**config.mk**
```make
export PLATFORM = sky130hd
export DESIGN_NAME = abs_diff_sched
export DESIGN_NICKNAME = d
export VERILOG_FILES = /design/src/rtl/abs_diff_sched.sv
export SDC_FILE = /design/constraint.sdc
export NUM_CORES = 1
export LEC_CHECK = 0
export BUFFER_PORTS_ARGS = -buffer_cell sky130_fd_sc_hd__buf_2
export CAP_MARGIN = 5
export CORE_ASPECT_RATIO = 0.6
export CORE_MARGIN = 3
export CORE_UTILIZATION = 34
export CTS_CLUSTER_DIAMETER = 50
export DETAILED_ROUTE_END_ITERATION = 6
export PLACE_DENSITY = 0.54
export REMOVE_ABC_BUFFERS = 1
export SLEW_MARGIN = 20
export SYNTH_ARGS = -nofsm -noshare
export SYNTH_HDL_FRONTEND = slang
export SYNTH_SLANG_ARGS = --single-unit
```
**constraint.sdc**
```tcl
create_clock -name clk_i -period 3.5 [get_ports clk_i]
set_clock_uncertainty 0.05 [all_clocks]
set_input_delay 0 -clock clk_i [delete_from_list [all_inputs] [get_ports clk_i]]
set_output_delay 0 -clock clk_i [all_outputs]
set_load 0.01 [all_outputs]
```
**src/rtl/abs_diff_sched.sv**
```systemverilog
// ----------------------------------------------------------------------------
// abs_diff_sched
//   Two-requester scheduler and controller for a shared |A-B| datapath.
//   A round-robin arbiter picks one requester while idle and captures that
//   requester's unsigned operands. The FSM then sequences:
//     subtract -> (negate, only when the subtraction borrowed) -> done.
//   It returns the magnitude, a sign flag and the id of the served requester.
//
// Ports
//   clk_i      in   1      clock, rising edge
//   rst_b_i    in   1      asynchronous reset, active-low
//   req0_i     in   1      requester 0 request, held until gnt0_o
//   a0_i/b0_i  in   WIDTH  requester 0 operands A/B (unsigned)
//   req1_i     in   1      requester 1 request, held until gnt1_o
//   a1_i/b1_i  in   WIDTH  requester 1 operands A/B (unsigned)
//   gnt0_o     out  1      one-cycle grant to requester 0 (operands taken at next edge)
//   gnt1_o     out  1      one-cycle grant to requester 1 (operands taken at next edge)
//   busy_o     out  1      high whenever the FSM is not idle
//   done_o     out  1      one-cycle result-valid pulse
//   done_id_o  out  1      requester served by the current/last result
//   diff_o     out  WIDTH  |A-B|
//   neg_o      out  1      high when A<B
// ----------------------------------------------------------------------------
module abs_diff_sched #(
  parameter int WIDTH = 8
) (
  input  logic             clk_i,
  input  logic             rst_b_i,
  input  logic             req0_i,
  input  logic [WIDTH-1:0] a0_i,
  input  logic [WIDTH-1:0] b0_i,
  input  logic             req1_i,
  input  logic [WIDTH-1:0] a1_i,
  input  logic [WIDTH-1:0] b1_i,
  output logic             gnt0_o,
  output logic             gnt1_o,
  output logic             busy_o,
  output logic             done_o,
  output logic             done_id_o,
  output logic [WIDTH-1:0] diff_o,
  output logic             neg_o
);

  typedef enum logic [1:0] {
    S_IDLE = 2'd0,
    S_SUB  = 2'd1,
    S_CONV = 2'd2,
    S_DONE = 2'd3
  } state_t;

  state_t           r_state;
  state_t           w_state_nxt;

  // Captured operands and the working result register
  logic [WIDTH-1:0] r_a;
  logic [WIDTH-1:0] r_b;
  logic [WIDTH-1:0] r_res;
  logic             r_id;
  logic             r_last_id;

  // Registered result outputs; they change only when a result completes
  logic [WIDTH-1:0] r_diff;
  logic             r_neg;
  logic             r_done_id;

  logic             w_gnt0;
  logic             w_gnt1;
  logic [WIDTH:0]   w_sub;
  logic             w_borrow;
  logic [WIDTH-1:0] w_res_neg;
  logic [WIDTH-1:0] w_op_a;
  logic [WIDTH-1:0] w_op_b;

  // Two's-complement negate at WIDTH bits. Applied only after a borrow, so
  // the input is never zero and the result is the true magnitude B-A.
  function automatic logic [WIDTH-1:0] f_negate(input logic [WIDTH-1:0] v);
    return ~v + {{(WIDTH-1){1'b0}}, 1'b1};
  endfunction

  // Arbitration: a lone request wins outright. On a tie, the requester that
  // was not served last wins. Grants exist only while idle.
  always_comb begin
    w_gnt0 = 1'b0;
    w_gnt1 = 1'b0;
    if (r_state == S_IDLE) begin
      if (req0_i && req1_i) begin
        w_gnt0 = r_last_id;
        w_gnt1 = ~r_last_id;
      end else begin
        w_gnt0 = req0_i;
        w_gnt1 = req1_i;
      end
    end
  end

  assign w_op_a = w_gnt1 ? a1_i : a0_i;
  assign w_op_b = w_gnt1 ? b1_i : b0_i;

  // Zero-extended subtraction. The extra MSB is the borrow (A<B).
  assign w_sub     = {1'b0, r_a} - {1'b0, r_b};
  assign w_borrow  = w_sub[WIDTH];
  assign w_res_neg = f_negate(r_res);

  // Next-state logic
  always_comb begin
    w_state_nxt = r_state;
    case (r_state)
      S_IDLE: begin
        if (w_gnt0 || w_gnt1) begin
          w_state_nxt = S_SUB;
        end
      end
      S_SUB: begin
        w_state_nxt = w_borrow ? S_CONV : S_DONE;
      end
      S_CONV: begin
        w_state_nxt = S_DONE;
      end
      S_DONE: begin
        w_state_nxt = S_IDLE;
      end
      default: begin
        w_state_nxt = S_IDLE;
      end
    endcase
  end

  // State register. last_id resets to 1 so that requester 0 wins the first tie.
  always_ff @(posedge clk_i or negedge rst_b_i) begin
    if (!rst_b_i) begin
      r_state   <= S_IDLE;
      r_last_id <= 1'b1;
    end else begin
      r_state <= w_state_nxt;
      if (w_gnt0 || w_gnt1) begin
        r_last_id <= w_gnt1;
      end
    end
  end

  // Datapath registers. Output registers are loaded on the edge that enters
  // S_DONE, so they present the result during done_o and then hold it while
  // the next operation reuses the working register.
  always_ff @(posedge clk_i or negedge rst_b_i) begin
    if (!rst_b_i) begin
      r_a       <= '0;
      r_b       <= '0;
      r_res     <= '0;
      r_id      <= 1'b0;
      r_diff    <= '0;
      r_neg     <= 1'b0;
      r_done_id <= 1'b0;
    end else begin
      case (r_state)
        S_IDLE: begin
          if (w_gnt0 || w_gnt1) begin
            r_a  <= w_op_a;
            r_b  <= w_op_b;
            r_id <= w_gnt1;
          end
        end
        S_SUB: begin
          r_res <= w_sub[WIDTH-1:0];
          if (!w_borrow) begin
            r_diff    <= w_sub[WIDTH-1:0];
            r_neg     <= 1'b0;
            r_done_id <= r_id;
          end
        end
        S_CONV: begin
          r_res     <= w_res_neg;
          r_diff    <= w_res_neg;
          r_neg     <= 1'b1;
          r_done_id <= r_id;
        end
        default: begin
        end
      endcase
    end
  end

  assign gnt0_o    = w_gnt0;
  assign gnt1_o    = w_gnt1;
  assign busy_o    = (r_state != S_IDLE);
  assign done_o    = (r_state == S_DONE);
  assign diff_o    = r_diff;
  assign neg_o     = r_neg;
  assign done_id_o = r_done_id;

endmodule

```
==> run summary, run 1 <==
setup total negative slack: 0 ps
async set-reset flop share out of synthesis: 100.0%
Critical Path RT: 3640 ps
data arrival time of the worst path: 2610 ps
# diodes: 0
H-Tree Level Count: 2
global-route wire length before repair: 8997 um
Post-synth top flop: dfrtp_1
library cell with the largest summed area after synthesis: dfrtp_1
Worst Setup Start Kind: flip-flop
latest clock arrival within the worst-skew pair: 300 ps
Synth top cells by count: inv_1 (41), dfrtp_1 (37), a222oi_1 (16)
endpoints failing hold: 0
Initial DRC Count: 181
via total after detailed routing: 1,901
final number of max-transition violations: 0
number of enable flip-flop cells after synthesis: 0
buffers from clock root to sink, at most: 2
number of buffers inserted during clock tree synthesis: 5
average wire length per cell after detail routing: 13.68 um
cells traversed along the worst timing path: ha_1, nor2b_1, o21ai_1, a21oi_1, a211oi_4, mux2_2
run status: finished clean
leakage power figure: 0.001479 uW
number of global-route vias before repair: 1,904
residual antenna-violating net count after detailed routing: 0
top-level I/O count: 50
cell type of the slowest stage on the worst timing path: a211oi_4
number of synthesis warnings: 0
family with the most delay on the worst path: compound AO/OA/AOI/OAI gates
post-CTS sizing: 0
post-synth top area share: 42.95%
First-pass DRT Iterations: 4
maximum cell stage delay along the critical path: 570 ps
Core Box Area: 5859 um2
crit path kind: flip-flop to flip-flop
final worst path period share: 70.51%
root buffer selected by CTS: clkbuf_8
number of remaining DRC errors: 0
cells taking the most area after synthesis: dfrtp_1 (43%), ha_1 (7.5%), a222oi_1 (7.4%)
number of nets at the end of the flow: 355
Area Overhead vs Synth: 38.89%
initial cell density of the core: 36.79%
cell with the most instances after synthesis: inv_1
WL final: 5282 um
proportion of layout cells with a drive suffix above 1: 23.20%
number of vias per cell: 4.925
type of the tightest min-delay check: input port to flip-flop
maximum clock frequency: 0.4052 GHz
DIE AREA: 7364 um2
crit path buf inv count: 0
Max Cap Violations: 0
antenna violations before repair: 0
synthesized area: 2156 um2
Post-Syn Instances: 217
port buffer count: 49
clock transition time at the flip-flop clock pins of the worst setup and hold paths: 80 ps
global routing usage summed across all routing layers: 15.90%
last weighted congestion value of the routability-driven placer: 0.7417
filler cell count: 543
pin count of the biggest net entering global routing: 39
# Post-CTS Setup Buffers: 0
power density of the placed cells: 1085 nW/um2
portion of the post-synthesis area used by sequential elements: 44.17%
# clock sinks: 38
utilization after layout: 51.10%
die span in x: 108.8 um
half-perimeter wire length after detailed placement: 3602 um
pin slew with the least headroom to its limit: 867.6 ps
distinct cell type count after synthesis: 41
Final Critical Period: 2468 ps
y dimension of the die: 67.68 um
Peak VDD IR: 0.0003837 V
CP endpoint kind: flip-flop
clock tree from TritonCTS: yes
mean instance size in the synthesized netlist: 9.935 um2
Setup Viol. Count Final: 0
number of rows in the core area: 21
residual overflow from global routing: 0
remaining max-slew budget at the tightest pin: 42.16%
post-synthesis sequential element count: 38
crit path max fanout: 9
setup repair after global routing missed its margin: false
==> layout make-up <==
cell class	count	area [um2]	area share, %
clock buffer	6	82.58	2.758
clock inverter	2	60.06	2.006
inverter	41	153.9	5.140
multi-input combinational	132	1027	34.31
sequential	38	952.2	31.80
tap	80	100.1	3.343
timing repair buffer	87	618.1	20.64
==> logic make-up after synthesis <==
| kind of cell | synth area share, % |
|---|---|
| buffers and inverters | 8.183 |
| xor gates and xnor gates | 3.657 |
| AOI/OAI and AO/OA | 20.60 |
| DFF | 44.17 |
| adders and majority gates | 8.474 |
| muxes | 5.920 |
| and+or+nand+nor | 8.996 |
==> what timing repair did <==
action,in CTS,in global routing
endpoints found under the setup margin,0,0
endpoints found under the hold margin,54,0
hold buffers,35,0
==> sequential cells by signal, indices dropped and copies added (netlist names) <==
register,cells
r_state,2
done_id_o,1
r_a,8
diff_o,8
r_res,8
neg_o,1
r_id,1
r_last_id,1
r_b,8
==> metal layers <==
metal  part of all wire, %  routed length [um]  track usage [%]  up-vias
li1                      -                   -                -      950
met1                    53                2799            22.07      896
met2                    40                2128            24.15       48
met3                   5.6                 294            4.202        7
met4                   1.1                  60            5.197        0
met5                     0                   0                0        -
==> power breakdown <==
group	switching (uW)	internal [uW]	total, uW
Sequential	157	683	840
Combinational	981	959	1940
Clock	165	304	469
Total	1300	1950	3250
==> path summary, 6_finish.rpt <==
path                       slack [ps]                      to  cells after the start                   from
setup reg to reg                 1030   diff_o[0]$_DFFE_PN0P_                      6     r_a[2]$_DFFE_PN0P_
min in group asynchronous         300  r_state[0]$_DFFE_PN0P_                      2                rst_b_i
hold reg to reg                   440   done_id_o$_DFFE_PN0P_                      1  done_id_o$_DFFE_PN0P_
setup / recovery                 1030   diff_o[0]$_DFFE_PN0P_                      6     r_a[2]$_DFFE_PN0P_
max in group asynchronous        2560   diff_o[6]$_DFFE_PN0P_                      2                rst_b_i
hold / removal                     40  r_state[1]$_DFFE_PN0P_                      4                 req0_i
==> tightest hold or removal path, cell delays in order <==
cell	delay, ps
buf_2	100
o21ai_1	70
nand2_1	100
o21ai_0	70
==> metrics by stage <==
| step | instance area (um2) | setup slack, ps | hold slack, ps | std cells | power (uW) |
|---|---|---|---|---|---|
| after global placement | 2501 | 1085 | 115.9 | 343 | 2578 |
| after CTS | 2994 | 1016 | 35.45 | 386 | 3269 |
| after floorplan | 2133 | 1281 | -345.6 | 211 | 2147 |
| after global routing | 2994 | 842.4 | 97.15 | 386 | 3583 |
| after detailed placement | 2501 | 1027 | 124.3 | 343 | 2596 |
| final | 2994 | 1032 | 40.11 | 386 | 3249 |
==> layout by cell type, fill, tap and decap left out, types with 3 or more instances in the layout <==
cell	netlist	final
dlygate4sd3_1	0	35
mux2_2	5	5
xor2_1	3	3
buf_4	0	3
buf_2	0	49
xnor2_1	6	6
dfrtp_1	37	37
ha_1	13	13
a21oi_1	13	13
nor3_1	6	6
o211ai_1	4	4
o21ai_0	6	6
inv_1	41	41
nand2_1	9	9
o21a_1	3	3
mux2i_1	6	6
nor2_1	12	12
clkbuf_8	0	6
a222oi_1	16	16
Note: power is estimated with default switching activity, not from simulation.
==> inputs of run 2 (changes only) <==
--- a/config.mk
+++ b/config.mk
@@ -5,6 +5,7 @@
 export SDC_FILE = /design/constraint.sdc
 export NUM_CORES = 1
 export LEC_CHECK = 0
+export ABC_AREA = 1
 export BUFFER_PORTS_ARGS = -buffer_cell sky130_fd_sc_hd__buf_2
 export CAP_MARGIN = 5
 export CORE_ASPECT_RATIO = 0.6
@@ -12,7 +13,7 @@
 export CORE_UTILIZATION = 34
 export CTS_CLUSTER_DIAMETER = 50
 export DETAILED_ROUTE_END_ITERATION = 6
-export PLACE_DENSITY = 0.54
+export PLACE_DENSITY = 0.55
 export REMOVE_ABC_BUFFERS = 1
 export SLEW_MARGIN = 20
 export SYNTH_ARGS = -nofsm -noshare
==> constraint.sdc (replaced) <==
create_clock -name clk_i -period 2.1 [get_ports clk_i]
set_clock_uncertainty 0.05 [all_clocks]
set_input_delay 0 -clock clk_i [delete_from_list [all_inputs] [get_ports clk_i]]
set_output_delay 0 -clock clk_i [all_outputs]
set_load 0.01 [all_outputs]
==> run summary, run 2 <==
final design instance area without fill: 3183 um2 (+6.3%)
leakage power figure: 0.001646 uW (+11%)
top-level I/O count: 50 (unchanged)
Peak VDD IR: 0.0008217 V (+110%)
Final Critical Period: 1944 ps (-523.5 ps)
root buffer selected by CTS: clkbuf_16
final worst path period share: 92.59% (+22 points)
Setup Viol. Count Final: 0 (unchanged)
post-synthesis xor/xnor area fraction: 0.3743% (-3.3 points)
latest clock arrival within the worst-skew pair: 280 ps (-20 ps)
post-layout total power: 5482 uW (+69%)
proportion of layout cells with a drive suffix above 1: 22.11% (-1.1 points)
placed inst area: 2651 um2 (+6.0%)
remaining max-slew budget at the tightest pin: 40.03% (-2.1 points)
Post-synth top flop: dfrtp_1
half-perimeter wire length after detailed placement: 4221 um (+17%)
CP endpoint kind: flip-flop
clock transition time at the flip-flop clock pins of the worst setup and hold paths: 60 ps (-20 ps)
Area Overhead vs Synth: 36.04%
area share of fa/ha/maj cells after synthesis: 7.807% (-0.67 points)
initial cell density of the core: 36.64% (-0.15 points)
cells taking the most area after synthesis: dfrtp_1 (40%), nand2_1 (18%), ha_1 (7.0%)
number of enable flip-flop cells after synthesis: 0 (unchanged)
library cell with the largest summed area after synthesis: dfrtp_1
data arrival time of the worst path: 2120 ps (-490 ps)
run status: finished clean
number of buffers inserted during clock tree synthesis: 5 (unchanged)
via total after detailed routing: 2,208 (+16%)
First-pass DRT Iterations: 4 (unchanged)
post-synth top area share: 39.57% (-3.4 points)
Critical Path RT: 2270 ps (-1370 ps)
area used by multi-input combinational logic: 1216 um2 (+18%)
DIE AREA: 7945 um2 (+7.9%)
final number of max-transition violations: 0 (unchanged)
H-Tree Level Count: 2 (unchanged)
residual overflow from global routing: 0 (unchanged)
y dimension of the die: 70.26 um (+3.8%)
clock tree from TritonCTS: yes
number of remaining DRC errors: 0 (unchanged)
type of the tightest min-delay check: input port to flip-flop
residual antenna-violating net count after detailed routing: 0 (unchanged)
number of global-route vias before repair: 2,203 (+16%)
multiplexer fraction of the synthesized cell area: 0% (-5.9 points)
setup repair after global routing missed its margin: false
global routing usage summed across all routing layers: 15.91% (about the same)
pin slew with the least headroom to its limit: 899.5 ps (+31.96 ps)
pin count of the biggest net entering global routing: 39 (unchanged)
mean instance size in the synthesized netlist: 7.773 um2 (-22%)
cell with the most instances after synthesis: nand2_1
Synth top cells by count: nand2_1 (112), dfrtp_1 (37), inv_1 (34)
number of nets at the end of the flow: 438 (+23%)
post-synthesis sequential element count: 38 (unchanged)
buffers from clock root to sink, at most: 2 (unchanged)
maximum clock frequency: 0.5143 GHz (+27%)
number of rows in the core area: 22 (+4.8%)
Critical R2R Launch: r_a[0]$_DFFE_PN0P_
# diodes: 0 (unchanged)
endpoints failing hold: 0 (unchanged)
portion of the post-synthesis area used by sequential elements: 40.70% (-3.5 points)
Max Cap Violations: 0 (unchanged)
setup total negative slack: 0 ps (unchanged)
Post-Syn Instances: 301 (+39%)
share of the synthesized area in compound gates (AO/OA/AOI/OAI): 8.342% (-12 points)
Worst Setup Start Kind: flip-flop
filler cell count: 638 (+17%)
crit path max fanout: 10 (+1)
distinct cell type count after synthesis: 31 (-24%)
Initial DRC Count: 70 (-61%)
Hold Startpoint: req1_i
last weighted congestion value of the routability-driven placer: 0.7587 (+2.3%)
antenna violations before repair: 0 (unchanged)
crit path kind: flip-flop to flip-flop
Worst Setup SP: r_a[0]$_DFFE_PN0P_
WL final: 5815 um (+10%)
average wire length per cell after detail routing: 12.29 um (-10%)
async set-reset flop share out of synthesis: 100.0% (unchanged)
port buffer count: 49 (unchanged)
number of synthesis warnings: 0 (unchanged)
# clock sinks: 38 (unchanged)
synthesized area: 2340 um2 (+8.5%)
post-synthesis simple-gate area fraction: 33.80% (+25 points)
Core Box Area: 6386 um2 (+9.0%)
global-route wire length before repair: 10,190 um (+13%)
combinational family with the most area after synthesis: simple AND/OR/NAND/NOR gates
power density of the placed cells: 1722 nW/um2 (+59%)
top library cells by usage in the layout, fill and taps aside: nand2_1 (111), buf_2 (49), dfrtp_1 (37), inv_1 (34), dlygate4sd3_1 (33)
number of vias per cell: 4.668 (-5.2%)
commonest non-fill, non-tap cell in the layout: nand2_1
utilization after layout: 49.84% (-1.3 points)
Sequential Area: 952.2 um2 (unchanged)
die span in x: 113.1 um (+3.9%)
# Post-CTS Setup Buffers: 0 (unchanged)
[run 2: changes by cell type in the layout (fill, tap and decap cells not counted), sizes merged, moves of 3 or more]
cell	delta
nor3	-5
o21ai	+9
nand3	+36
mux2	-6
o211ai	+5
nand2	+108
mux2i	-6
a21oi	-10
o21a	-3
xnor2	-6
a222oi	-16
[run 2: worst max-delay path: stages, from the launching register on]
cell	delay, ps
dfrtp_1	320
inv_1	50
ha_1	220
fa_2	350
inv_1	60
nand2_1	90
o21ai_2	200
nand2_2	90
nand2_4	110
nand2_8	100
nand2_8	110
nand3_1	80
nand2_1	60
[run 2: power breakdown]
group,switching [uW],internal [uW]
combinational,2050,1220
sequential,237,1130
clock,286,561
[run 2: final cells by class]
type,count,area share (%)
Multi-Input combinational cell,219,38.21
Sequential cell,38,29.91
Timing Repair Buffer,85,18.79
Inverter,39,4.678
Clock buffer,7,4.167
Tap cell,84,3.302
Clock inverter,1,0.9434
[run 2: worst paths after layout]
check                                         to  depth (start not counted)  slack (ps)
hold / removal                  r_id$_DFFE_PN0P_                          3          80
setup / recovery           diff_o[6]$_DFFE_PN0P_                         12         160
min in group asynchronous     r_a[3]$_DFFE_PN0P_                          2         340
hold reg to reg               r_b[0]$_DFFE_PN0P_                          2         440
setup reg to reg           diff_o[6]$_DFFE_PN0P_                         12         160
max in group asynchronous  diff_o[4]$_DFFE_PN0P_                          2        1100
[run 2: metrics by stage]
step | worst slack (ps) | hold WS (ps) | instances
floorplan | 261.7 | -345.6 | 295
global placement | 114.8 | 125.6 | 431
detailed placement | 101.1 | 130.0 | 431
CTS | 72.26 | 65.26 | 472
global route | 17.13 | 96.72 | 473
finish | 155.5 | 75.98 | 473
[run 2: cell families (layout without fill, tap and decap cells)]
kind of cell	count (synthesis)	count (layout)
buf+inv	45	132
flops	38	38
simple gates	171	172
fa+ha+maj	14	14
xor+xnor	1	1
compound gates	32	32
[run 2: layer usage]
metal	global-route usage [%]	part of all wire, %	vias to the layer above
met2	22.70	39	54
met5	0	0	-
met3	4.329	5.6	5
met4	3.600	0.69	0
li1	-	-	1142
met1	23.73	55	1007
[run 2: repair_timing]
| item | 4_1_cts | 5_1_grt |
|---|---|---|
| endpoints found under the setup margin | 0 | 11 |
| hold buffers | 33 | 0 |
| endpoints found under the hold margin | 53 | 0 |
| gates resized for setup | 0 | 6 |
